<file path="src/rtl/serial_pattern_tx_if.sv">
// Request/status bundle between a pattern requester and serial_pattern_tx.
// The rpt signal exists only when SEQ_TX_REPEAT_EN is defined.
interface serial_pattern_tx_if #(
  parameter int WIDTH = 8
);
  logic             start;
  logic [WIDTH-1:0] pattern;
`ifdef SEQ_TX_REPEAT_EN
  logic             rpt;
`endif
  logic             out;
  logic             busy;
  logic             done;
  logic [7:0]       edge_cnt;

`ifdef SEQ_TX_REPEAT_EN
  modport master (output start, pattern, rpt, input out, busy, done, edge_cnt);
  modport slave  (input start, pattern, rpt, output out, busy, done, edge_cnt);
`else
  modport master (output start, pattern, input out, busy, done, edge_cnt);
  modport slave  (input start, pattern, output out, busy, done, edge_cnt);
`endif
endinterface

</file>
<file path="src/rtl/serial_pattern_tx.sv">
// Serial pattern transmitter: shifts a latched pattern out MSB first, then an idle gap.
// Optional continuous repeat (rpt) is enabled by defining SEQ_TX_REPEAT_EN.
module serial_pattern_tx #(
  parameter int   WIDTH      = 8,
  parameter int   GAP        = 2,
  parameter logic IDLE_LEVEL = 1'b0
) (
  input  logic               clk,
  input  logic               reset,
  serial_pattern_tx_if.slave tx
);
  localparam int BW = (WIDTH < 3) ? 1 : $clog2(WIDTH);
  localparam int GW = (GAP < 1) ? 1 : $clog2(GAP + 1);

  typedef enum logic [1:0] {S_IDLE, S_SEND, S_GAP} state_t;

  state_t           state_q, state_d;
  logic [WIDTH-1:0] shreg_q, shreg_d;
  logic [BW-1:0]    bit_cnt_q, bit_cnt_d;
  logic [GW-1:0]    gap_cnt_q, gap_cnt_d;
  logic             out_q, out_d;
  logic             busy_q, busy_d;
  logic             done_q, done_d;
  logic [7:0]       edge_cnt_q, edge_cnt_d;
  logic             clr_cnt;
`ifdef SEQ_TX_REPEAT_EN
  logic [WIDTH-1:0] pat_q, pat_d;
`endif

  always_comb begin
    state_d   = state_q;
    shreg_d   = shreg_q;
    bit_cnt_d = bit_cnt_q;
    gap_cnt_d = gap_cnt_q;
    out_d     = out_q;
    busy_d    = busy_q;
    done_d    = 1'b0;
    clr_cnt   = 1'b0;
`ifdef SEQ_TX_REPEAT_EN
    pat_d     = pat_q;
`endif
    case (state_q)
      S_IDLE: begin
        out_d = IDLE_LEVEL;
        if (tx.start) begin
          shreg_d   = tx.pattern;
`ifdef SEQ_TX_REPEAT_EN
          pat_d     = tx.pattern;
`endif
          bit_cnt_d = '0;
          busy_d    = 1'b1;
          clr_cnt   = 1'b1;
          state_d   = S_SEND;
        end
      end
      S_SEND: begin
        out_d     = shreg_q[WIDTH-1];
        shreg_d   = {shreg_q[WIDTH-2:0], 1'b0};
        bit_cnt_d = bit_cnt_q + BW'(1);
        if (bit_cnt_q == BW'(WIDTH - 1)) begin
          gap_cnt_d = '0;
          state_d   = S_GAP;
        end
      end
      S_GAP: begin
        // GAP idle cycles, then one more edge that closes the frame
        out_d     = IDLE_LEVEL;
        gap_cnt_d = gap_cnt_q + GW'(1);
        if (gap_cnt_q == GW'(GAP)) begin
          done_d = 1'b1;
`ifdef SEQ_TX_REPEAT_EN
          if (tx.rpt) begin
            out_d     = pat_q[WIDTH-1];
            shreg_d   = {pat_q[WIDTH-2:0], 1'b0};
            bit_cnt_d = BW'(1);
            state_d   = S_SEND;
          end else begin
            busy_d  = 1'b0;
            state_d = S_IDLE;
          end
`else
          busy_d  = 1'b0;
          state_d = S_IDLE;
`endif
        end
      end
      default: state_d = S_IDLE;
    endcase

    edge_cnt_d = edge_cnt_q;
    if (clr_cnt) begin
      edge_cnt_d = '0;
    end else if (!out_q && out_d && (edge_cnt_q != 8'hFF)) begin
      edge_cnt_d = edge_cnt_q + 8'd1;
    end
  end

  always_ff @(posedge clk) begin
    if (reset) begin
      state_q    <= S_IDLE;
      bit_cnt_q  <= '0;
      gap_cnt_q  <= '0;
      out_q      <= IDLE_LEVEL;
      busy_q     <= 1'b0;
      done_q     <= 1'b0;
      edge_cnt_q <= '0;
    end else begin
      state_q    <= state_d;
      bit_cnt_q  <= bit_cnt_d;
      gap_cnt_q  <= gap_cnt_d;
      out_q      <= out_d;
      busy_q     <= busy_d;
      done_q     <= done_d;
      edge_cnt_q <= edge_cnt_d;
    end
  end

  // Pattern storage carries data only and needs no reset.
  always_ff @(posedge clk) begin
    shreg_q <= shreg_d;
`ifdef SEQ_TX_REPEAT_EN
    pat_q   <= pat_d;
`endif
  end

  assign tx.out      = out_q;
  assign tx.busy     = busy_q;
  assign tx.done     = done_q;
  assign tx.edge_cnt = edge_cnt_q;
endmodule

</file>
<file path="src/flat_wrapper.sv">
// flat-port wrapper written by rule: the top's interface ports become plain ports
module serial_pattern_tx_flat 
#(
  parameter int   WIDTH      = 8,
  parameter int   GAP        = 2,
  parameter logic IDLE_LEVEL = 1'b0
)
  (clk, reset, tx_start, tx_pattern, tx_out, tx_busy, tx_done, tx_edge_cnt);
  serial_pattern_tx_if #(.WIDTH(WIDTH)) tx_i ();
  input  logic clk;
  input  logic reset;
  input wire logic [$bits(tx_i.start)-1:0] tx_start;
  input wire logic [$bits(tx_i.pattern)-1:0] tx_pattern;
  output wire logic [$bits(tx_i.out)-1:0] tx_out;
  output wire logic [$bits(tx_i.busy)-1:0] tx_busy;
  output wire logic [$bits(tx_i.done)-1:0] tx_done;
  output wire logic [$bits(tx_i.edge_cnt)-1:0] tx_edge_cnt;
  assign tx_i.start = tx_start;
  assign tx_i.pattern = tx_pattern;
  assign tx_out = tx_i.out;
  assign tx_busy = tx_i.busy;
  assign tx_done = tx_i.done;
  assign tx_edge_cnt = tx_i.edge_cnt;
  serial_pattern_tx #(.WIDTH(WIDTH), .GAP(GAP), .IDLE_LEVEL(IDLE_LEVEL)) u_core (.clk(clk), .reset(reset), .tx(tx_i));
endmodule
</file>
<file path="config.mk">
export PLATFORM = sky130hd
export DESIGN_NAME = serial_pattern_tx_flat
export DESIGN_NICKNAME = d
export VERILOG_FILES = /design/src/rtl/serial_pattern_tx_if.sv /design/src/rtl/serial_pattern_tx.sv /design/src/flat_wrapper.sv
export SDC_FILE = /design/constraint.sdc
export NUM_CORES = 1
export LEC_CHECK = 0
export ABC_AREA = 1
export BUFFER_PORTS_ARGS = -buffer_cell sky130_fd_sc_hd__buf_2
export CORE_AREA = 3 3 51 53
export DETAILED_ROUTE_END_ITERATION = 10
export DIE_AREA = 0 0 54 56
export GPL_TIMING_DRIVEN = 0
export PLACE_DENSITY = 0.77
export SETUP_SLACK_MARGIN = 0.5
export SYNTH_ARGS = -nofsm -noshare
export SYNTH_HDL_FRONTEND = slang
export SYNTH_SLANG_ARGS = --single-unit
</file>
<file path="constraint.sdc">
create_clock -name clk -period 4.1 [get_ports clk]
set_clock_uncertainty 0.15 [all_clocks]
set_input_delay 0.82 -clock clk [delete_from_list [all_inputs] [get_ports clk]]
set_output_delay 0.82 -clock clk [all_outputs]
set_load 0.03 [all_outputs]
</file>
==> impl.org <==
** Placed design
- At the end of routability-driven placement, the weighted congestion stood at 0.711.
- # port buffers :: 20
- Once detailed placement completed, the half-perimeter wirelength came to 1680 um.

** Timing
- Min cycle time layout :: a little under 2 ns
- Final worst path period share :: roughly half
- Setup repair after global routing left no endpoint under its margin.
- Count of final setup violators :: 0
- Static timing analysis puts the maximum clock frequency at 0.504 GHz.
- Final max-slew violation count :: 0
- Final hold violations :: 0
- For the final routed database, the setup TNS stands at 0 ns.
- For the pin with the worst max-slew slack, the measured transition is 0.371 ns.
- Worst slew margin :: roughly 75%

** Synthesis
- The most common cell in the synthesized netlist is sky130_fd_sc_hd__nand2_1.
- Synth Area in XOR/XNOR :: 2.17%
- The synthesized design spends more area on one cell type than any other, namely sky130_fd_sc_hd__dfxtp_1.
- Fraction of the yosys area taken by sequential cells :: 49.5%
- By count the netlist is led by sky130_fd_sc_hd__nand2_1 (54), sky130_fd_sc_hd__dfxtp_1 (18), sky130_fd_sc_hd__inv_1 (16).
- Adder-Cell Fraction of Synth Area :: under 10%
- For this run, the leading register cell type out of synthesis is sky130_fd_sc_hd__dfxtp_1.
- The Yosys step of the flow raised 0 warnings.
- Number of enable flip-flop cells after synthesis :: 8
- The portion of synthesized area spent on multiplexers is 0%.
- The number of nets in the synthesized netlist is 171.
- The cell area that synthesis handed to floorplanning was 1210 um^2.
- Summing the areas of all compound-gate instances in the mapped netlist gives roughly 8.5% of the synthesized area.
- By area, the combinational part of the netlist is dominated by simple AND/OR/NAND/NOR gates.
- The top cell type by area accounts for 29.7% of the synthesized area.
- After technology mapping, the gate count stands at 156.
- Post-synthesis sequential element count :: 26
- After synthesis, the cell types taking the most area are sky130_fd_sc_hd__dfxtp_1 (30%), sky130_fd_sc_hd__edfxtp_1 (20%), sky130_fd_sc_hd__nand2_1 (17%).
- In the synthesized netlist the async set-or-reset flop fraction comes to 0%.
- Library cells used by synthesis :: 22
- After synthesis, the mean cell area works out to 7.77 um^2.
- Simple logic cell fraction of the synthesized area :: ~29%

** Finish
- Layout Area Growth over Synthesis :: 13.3%
- In the final layout, the share of cells above drive strength 1 is between 10% and 20%.
- The filler cells instantiated in the layout total 193.
- Cells fill 62.7% of the core in the end.
- Count of antenna diodes in the layout :: 0
- After the last flow step, the layout net total stands at 196.

** Power
- The worst-case IR drop observed on VDD is 0.216 mV.
- In this run the power density over the cells is around 320 nW/um^2.
- Leakage power of the design :: 0.613 nW

** Setup path
- Largest stage delay, worst path :: ~0.47 ns
- Cell with the largest stage delay on the worst path :: sky130_fd_sc_hd__dfxtp_1
- STA classifies the critical path endpoint as an output port.
- Count of buffer and inverter cells on the critical path :: 1
- STA puts the critical path data arrival time at 1.01 ns.
- Worst Path Max Fanout :: 6
- Walking the worst path, the cells encountered are buf_2.
- Critical Path Source Type :: flip-flop
- Required time at the worst-slack endpoint :: roughly 3.1 ns
- In this run the number of cells on the critical path is 1.
- Top cell family by delay on the critical path :: flip-flops
- Number of cells on the worst reg-to-reg path :: 8
- The critical path in this run is classified as reg -> out.

** Floorplan
- Core outline area :: 2190 um^2
- For this design the top-level I/O count stands at 22.
- Die Span Y :: between 50 and 60 um
- Starting density of the core :: around 55%
- The initialized floorplan defines 17 standard-cell rows.
- X dimension of the die :: around 54 um
- The floorplan step defined a die boundary enclosing 3020 um^2.

** Clocking
- H-tree lvl count :: 1
- The clock reaches the later pin of the worst-skew pair after around 0.31 ns.
- Number of cells upsized or downsized after cts :: 0
- Post-CTS timing repair inserted 0 buffers for setup.
- TritonCTS built the clock tree.
- Library cell used as clock root buffer :: sky130_fd_sc_hd__clkbuf_4
- Counting along the longest clock path gives a buffer depth of 2.
- After clock tree synthesis, the clock-pin slew on the worst setup and hold paths is 0.13 ns.
- In this run, post-CTS hold repair placed 0 buffers.
- Buffers inserted during clock tree synthesis total 3.
- Sink Count :: 26

** Job
- Max-cap violations :: 0

** Route
- Via-to-Cell Ratio :: 4.98
- Post-DR wirelength/cell :: 10.4 um
- Before antenna repair, the detailed router went through 4 iterations.
- The detailed router finished its first iteration with 19 violations.
- Antenna Nets Post-Route :: 0
- Detailed routing inserted a total of about 1000 vias.
- For this run, design rule violations remaining after detail routing come to 0.
- The final layout contains routed wiring with a total length of 2170 um.

** Global routing
- Across every metal layer, demand over resource in global routing totals 16.1%.
- The first global-routing pass estimated 3780 um of wire.
- Initial antenna violation count :: 0
- Pin count of the biggest net entering global routing :: 15
- Via count of the first global-routing pass :: 931
- Summed over all layers, the global routing overflow is 0.

** Outcome
- The run finished with clean final reports.

** Hold path
- In this run the worst hold path is classified as reg -> reg.
- Cells on Worst Hold Path :: 1
## cell type report
type / count / area, um^2 / share of cell area (%)
buffer: 2 / 11.3 / 0.820
clock buffer: 4 / 26.3 / 1.91
inverter: 18 / 70.1 / 5.10
multi-input combinational: 110 / 531 / 38.6
sequential: 26 / 601 / 43.7
tap: 28 / 35.0 / 2.55
timing repair buffer: 20 / 100 / 7.29
## logic make-up after synthesis
kind of cell / Yosys count
buffers and inverters: 20
adders and majority gates: 4
AOI/OAI and AO/OA: 20
xor gates and xnor gates: 3
and+or+nand+nor: 83
DFF: 26
## path summary, 6_finish.rpt
kind / startpoint / slack, ns / endpoint
max: u_core.tx.edge_cnt[2]$_SDFFE_PP0P_ / 2.12 / tx_edge_cnt[2]
min: u_core.gap_cnt_q[0]$_SDFFE_PP0P_ / 0.31 / u_core.gap_cnt_q[0]$_SDFFE_PP0P_
max reg2reg: u_core.tx.edge_cnt[1]$_SDFFE_PP0P_ / 2.59 / u_core.tx.edge_cnt[1]$_SDFFE_PP0P_
min reg2reg: u_core.gap_cnt_q[0]$_SDFFE_PP0P_ / 0.31 / u_core.gap_cnt_q[0]$_SDFFE_PP0P_
## placed cells by master (no fill, tap or decap), types with 3 or more instances in the layout
master / instances
sky130_fd_sc_hd__ha_1: 4
sky130_fd_sc_hd__o21ai_0: 5
sky130_fd_sc_hd__buf_2: 20
sky130_fd_sc_hd__clkbuf_4: 3
sky130_fd_sc_hd__inv_1: 16
sky130_fd_sc_hd__dfxtp_1: 18
sky130_fd_sc_hd__xor2_1: 3
sky130_fd_sc_hd__nand2_1: 54
sky130_fd_sc_hd__edfxtp_1: 8
sky130_fd_sc_hd__nand3_1: 7
sky130_fd_sc_hd__a21oi_1: 14
sky130_fd_sc_hd__nor2_1: 13
## registers in the layout, summed over array words and instances, names as in the netlist
| register | count |
|---|---|
| u_core.tx.out | 1 |
| u_core.tx.edge_cnt | 8 |
| u_core.gap_cnt_q | 2 |
| u_core.tx.done | 1 |
| u_core.state_q | 2 |
| u_core.tx.busy | 1 |
| u_core.shreg_q | 8 |
| u_core.bit_cnt_q | 3 |
## metal layers
| layer | vias to the layer above | global-route usage [%] | wire length [um] | share of wire [%] |
|---|---|---|---|---|
| met1 | 471 | 20.4 | 971 | 45 |
| met3 | 2 | 2.41 | 91 | 4.2 |
| met2 | 23 | 27.7 | 1090 | 50 |
| li1 | 540 | - | - | - |
| met5 | - | 0 | 0 | 0 |
| met4 | 0 | 4.27 | 17 | 0.78 |
## per-stage QoR
step | cells | area (um^2) | hold slack [ns] | worst slack [ns] | power, W
4_1_cts | 208 | 1370 | 0.312 | 2.12 | 0.000449
3_5_place_dp | 204 | 1350 | 0.296 | 2.16 | 0.000345
5_1_grt | 208 | 1370 | 0.360 | 2.06 | 0.000470
6_report | 208 | 1370 | 0.311 | 2.12 | 0.000445
3_3_place_gp | 204 | 1350 | 0.287 | 2.18 | 0.000342
2_1_floorplan | 156 | 1210 | 0.276 | 2.38 | 0.000329
## report_power, final
group          total [W]  internal, W  switching, W  leakage, nW
logic          0.0000492    0.0000159     0.0000333        0.373
registers       0.000289     0.000283    0.00000657        0.226
clock network   0.000106    0.0000379     0.0000686       0.0150
total           0.000445     0.000336      0.000108        0.613
(Power assumes the default switching activity.)
